`src/rtl/unsigned_seq_mult_rs.sv`:
```
// Unsigned right-shift shift-and-add multiplier.
// Operands are captured on a load pulse. One multiplier bit is retired on each
// clock edge. The 2N-bit product is final N edges after the load edge, and done
// is raised on that same edge.
module unsigned_seq_mult_rs #(
  parameter int N = 6
) (
  input  logic             clk,
  input  logic             rst,
  input  logic             load,
  input  logic [N-1:0]     a,
  input  logic [N-1:0]     b,
  output logic [2*N-1:0]   product,
  output logic             done
);

  localparam int CW = $clog2(N + 1);

  // Layout of temp:
  //   temp[2N]       carry out of the partial sum
  //   temp[2N-1:N]   partial sum
  //   temp[N-1:0]    multiplier bits still waiting to be retired
  logic [2*N:0]   temp;
  logic [N-1:0]   mcand;
  logic [CW-1:0]  counter;

  logic [N:0]     addend;
  logic [N:0]     sum;
  logic [2*N:0]   shifted;

  // Conditionally add the multiplicand into the upper half, then shift the
  // whole accumulator right by one. The carry bit is kept so that max*max
  // cannot overflow.
  always_comb begin
    addend  = temp[0] ? {1'b0, mcand} : '0;
    sum     = temp[2*N:N] + addend;
    shifted = {1'b0, sum, temp[N-1:1]};
  end

  // Operand capture and iteration. Reset aborts any multiply in flight, and a
  // load restarts the multiply even while one is still in progress.
  always_ff @(posedge clk or negedge rst) begin
    if (!rst) begin
      temp    <= '0;
      mcand   <= '0;
      counter <= '0;
      done    <= 1'b0;
    end else if (load) begin
      temp    <= {{(N+1){1'b0}}, b};
      mcand   <= a;
      counter <= CW'(N);
      done    <= 1'b0;
    end else if (counter != '0) begin
      temp    <= shifted;
      counter <= counter - CW'(1);
      if (counter == CW'(1)) begin
        done <= 1'b1;
      end
    end
  end

  assign product = temp[2*N-1:0];

endmodule

```
`config.mk`:
```
export PLATFORM = sky130hd
export DESIGN_NAME = unsigned_seq_mult_rs
export DESIGN_NICKNAME = d
export VERILOG_FILES = /design/src/rtl/unsigned_seq_mult_rs.sv
export SDC_FILE = /design/constraint.sdc
export NUM_CORES = 1
export LEC_CHECK = 0
export CORE_MARGIN = 8
export CORE_UTILIZATION = 61
export CTS_CLUSTER_SIZE = 40
export DETAILED_ROUTE_END_ITERATION = 6
export DONT_BUFFER_PORTS = 1
export PLACE_DENSITY = 0.77
export SYNTH_ARGS = -nofsm -noshare
export SYNTH_HDL_FRONTEND = slang
export SYNTH_SLANG_ARGS = --single-unit
```
`constraint.sdc`:
```
create_clock -name clk -period 2.6 [get_ports clk]
set_clock_uncertainty 0.15 [all_clocks]
set_input_delay 0.39 -clock clk [delete_from_list [all_inputs] [get_ports clk]]
set_output_delay 0.39 -clock clk [all_outputs]
set_load 0.01 [all_outputs]
```
==> results.json, run 1 <==
{
  "status": "finished clean",
  "grt_max_degree": 25,
  "io_pins": 28,
  "cts_inserted_buffers": 3,
  "combinationalPowerShare": 0.194,
  "period_share": 0.849,
  "period_needed_ns": 2.21,
  "fin_nets": 145,
  "worst_pin_slew_ns": 0.965,
  "start_util": 0.640,
  "grt_pass1_wl_um": 3770,
  "hold_path.class": "in2reg",
  "synthesis.nets": 141,
  "yosysSeqAreaShare": 0.443,
  "num_vias": 849,
  "cp-start-kind": "register",
  "r2r-start": "temp[0]",
  "path_clk_slew_ns": 0.12,
  "grt_use_total": 0.133,
  "critPathKind": "reg2reg",
  "dp_hpwl_um": 1650,
  "netlist_top_cells_area": "dfrtp_1 44%, ha_1 9.1%, mux2_2 5.4%, mux2i_1 4.8%, o21ai_0 4.0%",
  "fillers": 161,
  "io_buffer_count": 0,
  "cp.required_ns": 2.66,
  "clock-sinks": 22,
  "avgViaCountPerCell": 5.82,
  "row_count": 16,
  "clk_latency_ns": 0.30,
  "netlist_instances": 116,
  "postRouteAntennaNets": 0,
  "area_delta_synth_final_pct": 6.24,
  "arrival_ns": 2.27,
  "htree_levels": 1,
  "hold_path_depth": 1,
  "min_from": "load",
  "drt_wl_total_um": 2350,
  "worstPathMaxFanout": 8,
  "hold_slack_ns": 0.0268,
  "synth_warnings": 0,
  "synth_ff_type": "dfrtp_1",
  "drive_above_1_share": 0.134,
  "setup_tns_ns": 0,
  "synth_top_area_share": 0.443,
  "core_um2": 1940,
  "wire_per_inst_um": 16.1,
  "placed_area_um2": 1240,
  "finalHoldViolCount": 0,
  "power.share.sequential": 0.504,
  "setup_violations": 0,
  "crit_path_end_kind": "register",
  "synth.avg_cell_area_um2": 10.7,
  "die_y_um": 61.1,
  "die-area_um2": 3740,
  "drt-initial-drc-count": 18,
  "cp_cell_sequence": "and2_1 > ha_1 > inv_1 > fa_1 > nor2b_4 > o31a_1 > o21ai_0 > a221oi_1",
  "regToRegEndpoint": "temp[11]",
  "r2r_cells": 8,
  "grt_pass1_vias": 853,
  "overflow": 0,
  "critPathTopFamily": "adder cells",
  "globalplace.congestion": 0.789,
  "p_sw_frac": 0.272,
  "ys_async_sr_fraction": 1.00,
  "rsz0062_at_grt": "no",
  "yosys.cell_count.top_type": "dfrtp_1",
  "syn_area_um2": 1240,
  "slew_headroom": 0.355,
  "max_stage_delay_ns": 0.54,
  "clock_path_buffers": 2,
  "cts_tree": "built",
  "rrSetupSlack_ns": 0.39,
  "cp_slowest_cell": "dfrtp_1",
  "synth.distinct_cells": 31,
  "insertedDiodeCount": 0,
  "internal_power_w": 0.000620,
  "power_density_nw_per_um2": 646,
  "slew_violations": 0,
  "firstDrtPassIters": 4,
  "hold-path-endpoint": "temp[3]",
  "netlist_top_cells_count": "22 x dfrtp_1, 10 x nand2_1, 10 x o21ai_0, 9 x ha_1, 8 x nor2_1",
  "switchingPower_w": 0.000232,
  "max-vdd-ir-drop_mv": 0.493,
  "cap_violations": 0,
  "cts_root_buf": "clkbuf_4",
  "p_leak_nw": 0.585,
  "die_w_um": 61.1,
  "synth_area_leader_cell": "dfrtp_1",
  "clock_power_share": 0.303,
  "max_freq_mhz": 453,
  "antenna_found_initial": 0,
  "cts.repair.resized": 0,
  "post-route-util": 0.680,
  "critical_path_buf_inv_count": 1,
  "drc_errors": 0,
  "final_area_um2": 1320,
  "synth_seq_cells": 22,
  "synth_edf_count": 0
}
[flip-flops by register name, indices dropped and copies added, names as in the netlist]
register and count:
temp 12, counter 3, done 1, mcand 6
[through the flow]
stage	worst slack [ns]	total power [W]	std cells
detailed placement	0.413	0.000590	139
global route	0.234	0.000910	146
finish	0.393	0.000852	146
global placement	0.471	0.000582	139
CTS	0.374	0.000860	145
floorplan	0.613	0.000563	116
[worst reg2reg max path: stages, from the launching register on]
cell	delay, ns
dfrtp_1	0.54
and2_1	0.18
ha_1	0.15
inv_1	0.06
fa_1	0.41
nor2b_4	0.15
o31a_1	0.15
o21ai_0	0.08
a221oi_1	0.24
[kinds of logic after synthesis]
| family | count (synthesis) | share of synthesized area |
|---|---|---|
| AO/OA/AOI/OAI | 24 | 0.127 |
| XOR/XNOR | 1 | 0.00705 |
| adder cells (fa/ha/maj) | 10 | 0.107 |
| buffers and inverters | 12 | 0.0584 |
| flip-flops | 22 | 0.443 |
| multiplexers | 12 | 0.103 |
| AND/OR/NAND/NOR | 35 | 0.155 |
[timing repair]
| action | 4_1_cts | 5_1_grt |
|---|---|---|
| setup endpoints to repair | 0 | 0 |
| hold endpoints to repair | 28 | 4 |
| buffers inserted | 0 | 0 |
| hold buffers | 2 | 1 |
[worst max path at each step]
stage / depth (start not counted) / end / slack [ns] / start
floorplan: 8 / temp[9] / 0.61 / temp[0]
global placement: 8 / temp[11] / 0.47 / temp[0]
detailed placement: 8 / temp[11] / 0.41 / temp[0]
CTS: 8 / temp[11] / 0.37 / temp[0]
global route: 8 / temp[9] / 0.23 / temp[0]
finish: 8 / temp[11] / 0.39 / temp[0]
[metal layers]
layer  vias to the layer above  track usage  wire length [µm]  part of all wire
met2                        18        0.236              1270              0.54
met5                         -            0                 0                 0
met4                         0       0.0332                 0                 0
li1                        411            -                 -                 -
met1                       420        0.148               935              0.40
met3                         0       0.0459               146             0.062
[final cells by class]
cell class,instances,area [µm²],share of cell area
tap,27,33.8,0.0256
timing repair buffer,4,37.5,0.0284
inverter,7,26.3,0.0199
sequential,22,551,0.417
clock buffer,3,22.5,0.0171
clock inverter,1,30.0,0.0227
multi-input combinational,82,619,0.469
[cell usage in the layout, fill, tap and decap left out, drive strengths merged, types with 3 or more instances in the layout]
master,instances
a21oi,5
and2,6
clkbuf,3
dfrtp,22
dlygate4sd3,3
ha,9
inv,7
mux2,6
mux2i,6
nand2,10
nand3,4
nor2,8
o21ai,10
[power groups by stage]
stage / Clock (W) / Sequential, W / Combinational (W)
2_1_floorplan: 0 / 0.000426 / 0.000138
3_3_place_gp: 0 / 0.000436 / 0.000145
3_5_place_dp: 0 / 0.000438 / 0.000151
4_1_cts: 0.000265 / 0.000431 / 0.000164
5_1_grt: 0.000284 / 0.000437 / 0.000189
6_report: 0.000258 / 0.000429 / 0.000165
No activity file was read; power rests on OpenSTA's default activity.
==> inputs of run 2 (changes only) <==
==> constraint.sdc (replaced) <==
create_clock -name clk -period 2.2 [get_ports clk]
set_clock_uncertainty 0.15 [all_clocks]
set_input_delay 0.33 -clock clk [delete_from_list [all_inputs] [get_ports clk]]
set_output_delay 0.33 -clock clk [all_outputs]
set_load 0.01 [all_outputs]
==> run 2 against run 1 <==
Non-clock buffer count up 8. Global-route usage up 1.7 points. Sequential share of layout area down 1.8 points. Combinational power up 27%. Wire length up 4.9%. Clock power down 14%. Design area up 4.7%. First-iteration DRC count up 17%. Critical path depth unchanged. Total power up 10%. Flip-flop and latch count unchanged. Via count up 1.3%. Critical endpoint unchanged. Largest cell class unchanged.
==> results.json, run 2 (synthesis gave the netlist of run 1 again) <==
{
  "globalplace.congestion": 0.806,
  "cp_slowest_cell": "dfrtp_2",
  "htree_levels": 1,
  "die_w_um": 61.1,
  "clock-sinks": 22,
  "grt_use_total": 0.150,
  "cp-start-kind": "register",
  "postRouteAntennaNets": 0,
  "grt_pass1_wl_um": 4260,
  "multi_input_area_um2": 619,
  "combinationalPowerShare": 0.223,
  "setup_tns_ns": 0,
  "avgViaCountPerCell": 5.58,
  "post-route-util": 0.712,
  "period_needed_ns": 2.10,
  "status": "finished clean",
  "clock_power_share": 0.237,
  "overflow": 0,
  "drt-initial-drc-count": 21,
  "cp.depth": 8,
  "max-vdd-ir-drop_mv": 0.507,
  "drive_above_1_share": 0.142,
  "dp_worst_setup_slack_ns": 0.101,
  "clock_path_buffers": 2,
  "slew_violations": 0,
  "num_vias": 860,
  "top_regs": "temp: 12 flops, mcand: 6 flops, counter: 3 flops",
  "period_share": 0.953,
  "grt_pass1_vias": 969,
  "setup_violations": 0,
  "startpoint": "temp[0]",
  "largest_reg_flops": 12,
  "p_sw_frac": 0.296,
  "cts_setup_buffers": 0,
  "regToRegEndpoint": "temp[11]",
  "max_freq_mhz": 477,
  "max_stage_delay_ns": 0.44,
  "rsz0062_at_grt": "no",
  "drc_errors": 0,
  "worstPathMaxFanout": 8,
  "fillers": 149,
  "cap_violations": 0,
  "firstDrtPassIters": 4,
  "worst_pin_slew_ns": 0.973,
  "cts_inserted_buffers": 3,
  "cp.required_ns": 2.26,
  "insertedDiodeCount": 0,
  "area_delta_synth_final_pct": 11.3,
  "placedCellCount": 140,
  "arrival_ns": 2.16,
  "row_count": 16,
  "cts_tree": "built",
  "r2r-start": "temp[0]",
  "final_common_cell": "dfrtp_1",
  "internal_power_w": 0.000660,
  "grt_max_degree": 23,
  "area.sequential_um2": 552,
  "io_buffer_count": 0,
  "start_util": 0.640,
  "final_cell_mix": "21 x dfrtp_1, 10 x nand2_1, 10 x o21ai_0, 10 x dlygate4sd3_1, 9 x ha_1",
  "regMostFlops": "temp",
  "rrSetupSlack_ns": 0.10,
  "final_cells": 154,
  "finalHoldViolCount": 0,
  "cts_root_buf": "clkbuf_4",
  "critPathTopFamily": "adder cells",
  "fin_nets": 153,
  "slew_headroom": 0.349,
  "cp_cell_sequence": "and2_1 > ha_1 > inv_1 > fa_1 > nor2b_4 > o31a_1 > o21ai_0 > a221oi_1",
  "dp_hpwl_um": 1730,
  "setup_slack_ns": 0.103,
  "power.share.sequential": 0.540,
  "critPathKind": "reg2reg",
  "drt_wl_total_um": 2470,
  "hold_path.class": "in2reg",
  "crit_path_end_kind": "register",
  "clk_latency_ns": 0.31,
  "endpoint": "temp[11]",
  "die-area_um2": 3740,
  "die_y_um": 61.1,
  "r2r_cells": 8,
  "critical_path_buf_inv_count": 1,
  "power_density_nw_per_um2": 678,
  "switchingPower_w": 0.000278,
  "antenna_found_initial": 0,
  "p_leak_nw": 0.611,
  "io_pins": 28,
  "core_um2": 1940,
  "path_clk_slew_ns": 0.12,
  "wire_per_inst_um": 16.0
}
run 2: routing by layer:
metal	vias up	share of wire	track usage
met3	5	0.064	0.0564
li1	426	-	-
met2	16	0.54	0.264
met4	0	0.013	0.0532
met5	-	0	0
met1	413	0.38	0.160
run 2: what timing repair did:
action,CTS,global route
hold buffers,9,1
gates resized for setup,0,1
setup endpoints to repair,0,2
endpoints found under the hold margin,35,1
run 2: worst min-delay path by stage:
| stage | from | to | slack [ns] | cells after the start |
|---|---|---|---|---|
| after floorplan | rst | counter[0] | -0.12 | 0 |
| after global placement | rst | mcand[1] | -0.12 | 0 |
| after detailed placement | rst | mcand[2] | -0.12 | 0 |
| after CTS | a[5] | mcand[5] | 0.003 | 1 |
| after global routing | a[1] | mcand[1] | 0.007 | 1 |
| final | a[5] | mcand[5] | 0.01 | 1 |
run 2: stage by stage:
| stage | area, µm² | power [W] | hold slack, ns |
|---|---|---|---|
| finish | 1380 | 0.000938 | 0.0129 |
| global route | 1380 | 0.000994 | 0.00729 |
| CTS | 1370 | 0.000948 | 0.00259 |
| detailed placement | 1240 | 0.000698 | -0.115 |
| global placement | 1240 | 0.000691 | -0.115 |
| floorplan | 1240 | 0.000666 | -0.116 |
run 2: worst register-to-register path, stage by stage, from the launching register on:
cell and delay (ns):
dfrtp_2 0.44, and2_1 0.14, ha_1 0.16, inv_1 0.05
fa_1 0.42, nor2b_4 0.16, o31a_1 0.16, o21ai_0 0.08
a221oi_1 0.24
run 2: area by class of cell:
class,count,area share
sequential,22,0.399
inverter,7,0.0190
tap,27,0.0244
timing repair buffer,12,0.0833
multi-input combinational,82,0.448
clock buffer,4,0.0262
run 2: power groups by stage:
stage	Clock [W]	Combinational (W)	Sequential, W
3_5_place_dp	0	0.000182	0.000516
3_3_place_gp	0	0.000176	0.000514
4_1_cts	0.000231	0.000208	0.000509
2_1_floorplan	0	0.000163	0.000503
5_1_grt	0.000238	0.000241	0.000516
6_report	0.000222	0.000209	0.000507
==> inputs of run 3 (changes only) <==
--- a/config.mk
+++ b/config.mk
@@ -6,11 +6,10 @@
 export NUM_CORES = 1
 export LEC_CHECK = 0
 export CORE_MARGIN = 8
-export CORE_UTILIZATION = 61
+export CORE_UTILIZATION = 49
 export CTS_CLUSTER_SIZE = 40
 export DETAILED_ROUTE_END_ITERATION = 6
-export DONT_BUFFER_PORTS = 1
-export PLACE_DENSITY = 0.77
+export PLACE_DENSITY = 0.78
 export SYNTH_ARGS = -nofsm -noshare
 export SYNTH_HDL_FRONTEND = slang
 export SYNTH_SLANG_ARGS = --single-unit
==> run 3 against run 2 <==
Clock power about the same. Via count increased by 12%. Largest cell class unchanged. Non-clock buffer count increased by 21. Core utilization decreased by 6.0 points. Design area increased by 15%. Final cell count increased by 16%. Critical path type unchanged. Wire length increased by 9.0%.
==> results.json, run 3 (synthesis gave the netlist of run 1 again) <==
{
  "drt_wl_total_um": 2690,
  "period_share": 0.945,
  "period_needed_ns": 2.08,
  "final_area_um2": 1590,
  "start_util": 0.511,
  "power.share.sequential": 0.480,
  "grt_pass1_wl_um": 4510,
  "final_common_cell": "clkdlybuf4s50_1",
  "die-area_um2": 4400,
  "cts_inserted_buffers": 3,
  "die_y_um": 66.4,
  "grt_use_total": 0.131,
  "critPathTopFamily": "compound AO/OA/AOI/OAI gates",
  "p_sw_frac": 0.292,
  "regToRegEndpoint": "temp[9]",
  "fin_nets": 174,
  "htree_levels": 1,
  "cp_cell_sequence": "buf_4 > and2_1 > ha_1 > nor2b_4 > o31a_1 > a211o_1 > a21oi_2",
  "post-route-util": 0.652,
  "dp_hpwl_um": 2100,
  "p_leak_nw": 0.691,
  "cap_violations": 0,
  "max_stage_delay_ns": 0.42,
  "io_buffer_count": 27,
  "cts_tree": "built",
  "die_w_um": 66.4,
  "switchingPower_w": 0.000296,
  "wire_per_inst_um": 15.1,
  "rrSetupSlack_ns": 0.12,
  "combinationalPowerShare": 0.299,
  "grt_pass1_vias": 1015,
  "power_density_nw_per_um2": 640,
  "critical_path_buf_inv_count": 1,
  "top_regs": "temp: 12 flops, mcand: 6 flops, counter: 3 flops",
  "r2r-start": "temp[0]",
  "avgViaCountPerCell": 5.39,
  "placed_area_um2": 1540,
  "cts_root_buf": "clkbuf_4",
  "antenna_found_initial": 0,
  "clk_latency_ns": 0.31,
  "path_clk_slew_ns": 0.12,
  "final_cell_mix": "27 x clkdlybuf4s50_1, 21 x dfrtp_1, 10 x nand2_1, 10 x o21ai_0, 9 x ha_1",
  "internal_power_w": 0.000720,
  "drc_errors": 0,
  "max-vdd-ir-drop_mv": 0.437,
  "setup_violations": 0,
  "core_um2": 2430,
  "slew_headroom": 0.772,
  "drive_above_1_share": 0.149,
  "clock_path_buffers": 2,
  "clock-sinks": 22,
  "r2r_cells": 7,
  "drt-initial-drc-count": 16,
  "clock_power_share": 0.220,
  "arrival_ns": 2.18,
  "setup_tns_ns": 0,
  "num_vias": 960,
  "area_delta_synth_final_pct": 27.7,
  "regMostFlops": "temp",
  "postRouteAntennaNets": 0,
  "total_power_w": 0.00102,
  "cp-start-kind": "register",
  "firstDrtPassIters": 4,
  "hold_path.class": "in2async",
  "status": "finished clean",
  "critPathKind": "reg2reg",
  "final_cells": 178,
  "row_count": 18,
  "crit_path_end_kind": "register",
  "worstPathMaxFanout": 7,
  "max_freq_mhz": 481,
  "worst_pin_slew_ns": 0.341,
  "slew_violations": 0,
  "io_pins": 28,
  "finalHoldViolCount": 0,
  "rsz0062_at_grt": "no",
  "insertedDiodeCount": 0,
  "overflow": 0,
  "globalplace.congestion": 0.888,
  "placedCellCount": 173,
  "cp_slowest_cell": "dfrtp_2",
  "largest_reg_flops": 12,
  "cp.required_ns": 2.30,
  "grt_max_degree": 23
}
-- run 3: through the flow --
step	setup WS, ns	hold slack, ns
floorplan	0.213	-0.116
global placement	0.190	0.331
detailed placement	0.0174	0.343
CTS	0.0499	0.219
global route	0.00212	0.225
finish	0.121	0.216
-- run 3: timing repair --
action | CTS | global route
gates resized for setup | 1 | 0
endpoints found under the setup margin | 1 | 1
buffers inserted | 0 | 1
hold buffers | 0 | 0
-- run 3: metal layers --
| layer | share of wire | track usage | vias to the layer above |
|---|---|---|---|
| met2 | 0.47 | 0.211 | 29 |
| met4 | 0.010 | 0.0533 | 0 |
| met3 | 0.073 | 0.0407 | 4 |
| met5 | 0 | 0 | - |
| li1 | - | - | 473 |
| met1 | 0.44 | 0.157 | 454 |
-- run 3: power groups by stage --
| stage | registers [W] | clock network (W) | logic (W) |
|---|---|---|---|
| after global placement | 0.000497 | 0 | 0.000290 |
| after global routing | 0.000494 | 0.000256 | 0.000339 |
| after CTS | 0.000492 | 0.000235 | 0.000303 |
| after detailed placement | 0.000499 | 0 | 0.000300 |
| after floorplan | 0.000503 | 0 | 0.000163 |
| final | 0.000488 | 0.000224 | 0.000304 |
-- run 3: worst max path at each step --
stage / start / to / slack, ns / depth (start not counted)
floorplan: temp[0] / temp[9] / 0.21 / 8
global placement: temp[0] / temp[11] / 0.19 / 8
detailed placement: temp[0] / temp[11] / 0.02 / 8
CTS: temp[0] / temp[11] / 0.05 / 8
global route: mcand[0] / temp[11] / 0.002 / 8
finish: temp[0] / temp[9] / 0.12 / 7
-- run 3: area by class of cell --
| type | count | area (µm²) |
|---|---|---|
| clock buffers | 4 | 36.3 |
| well taps | 30 | 37.5 |
| multi-input cells | 82 | 619 |
| fillers | 218 | 846 |
| repair buffers | 33 | 315 |
| inverters | 7 | 26.3 |
| flip-flops and latches | 22 | 552 |
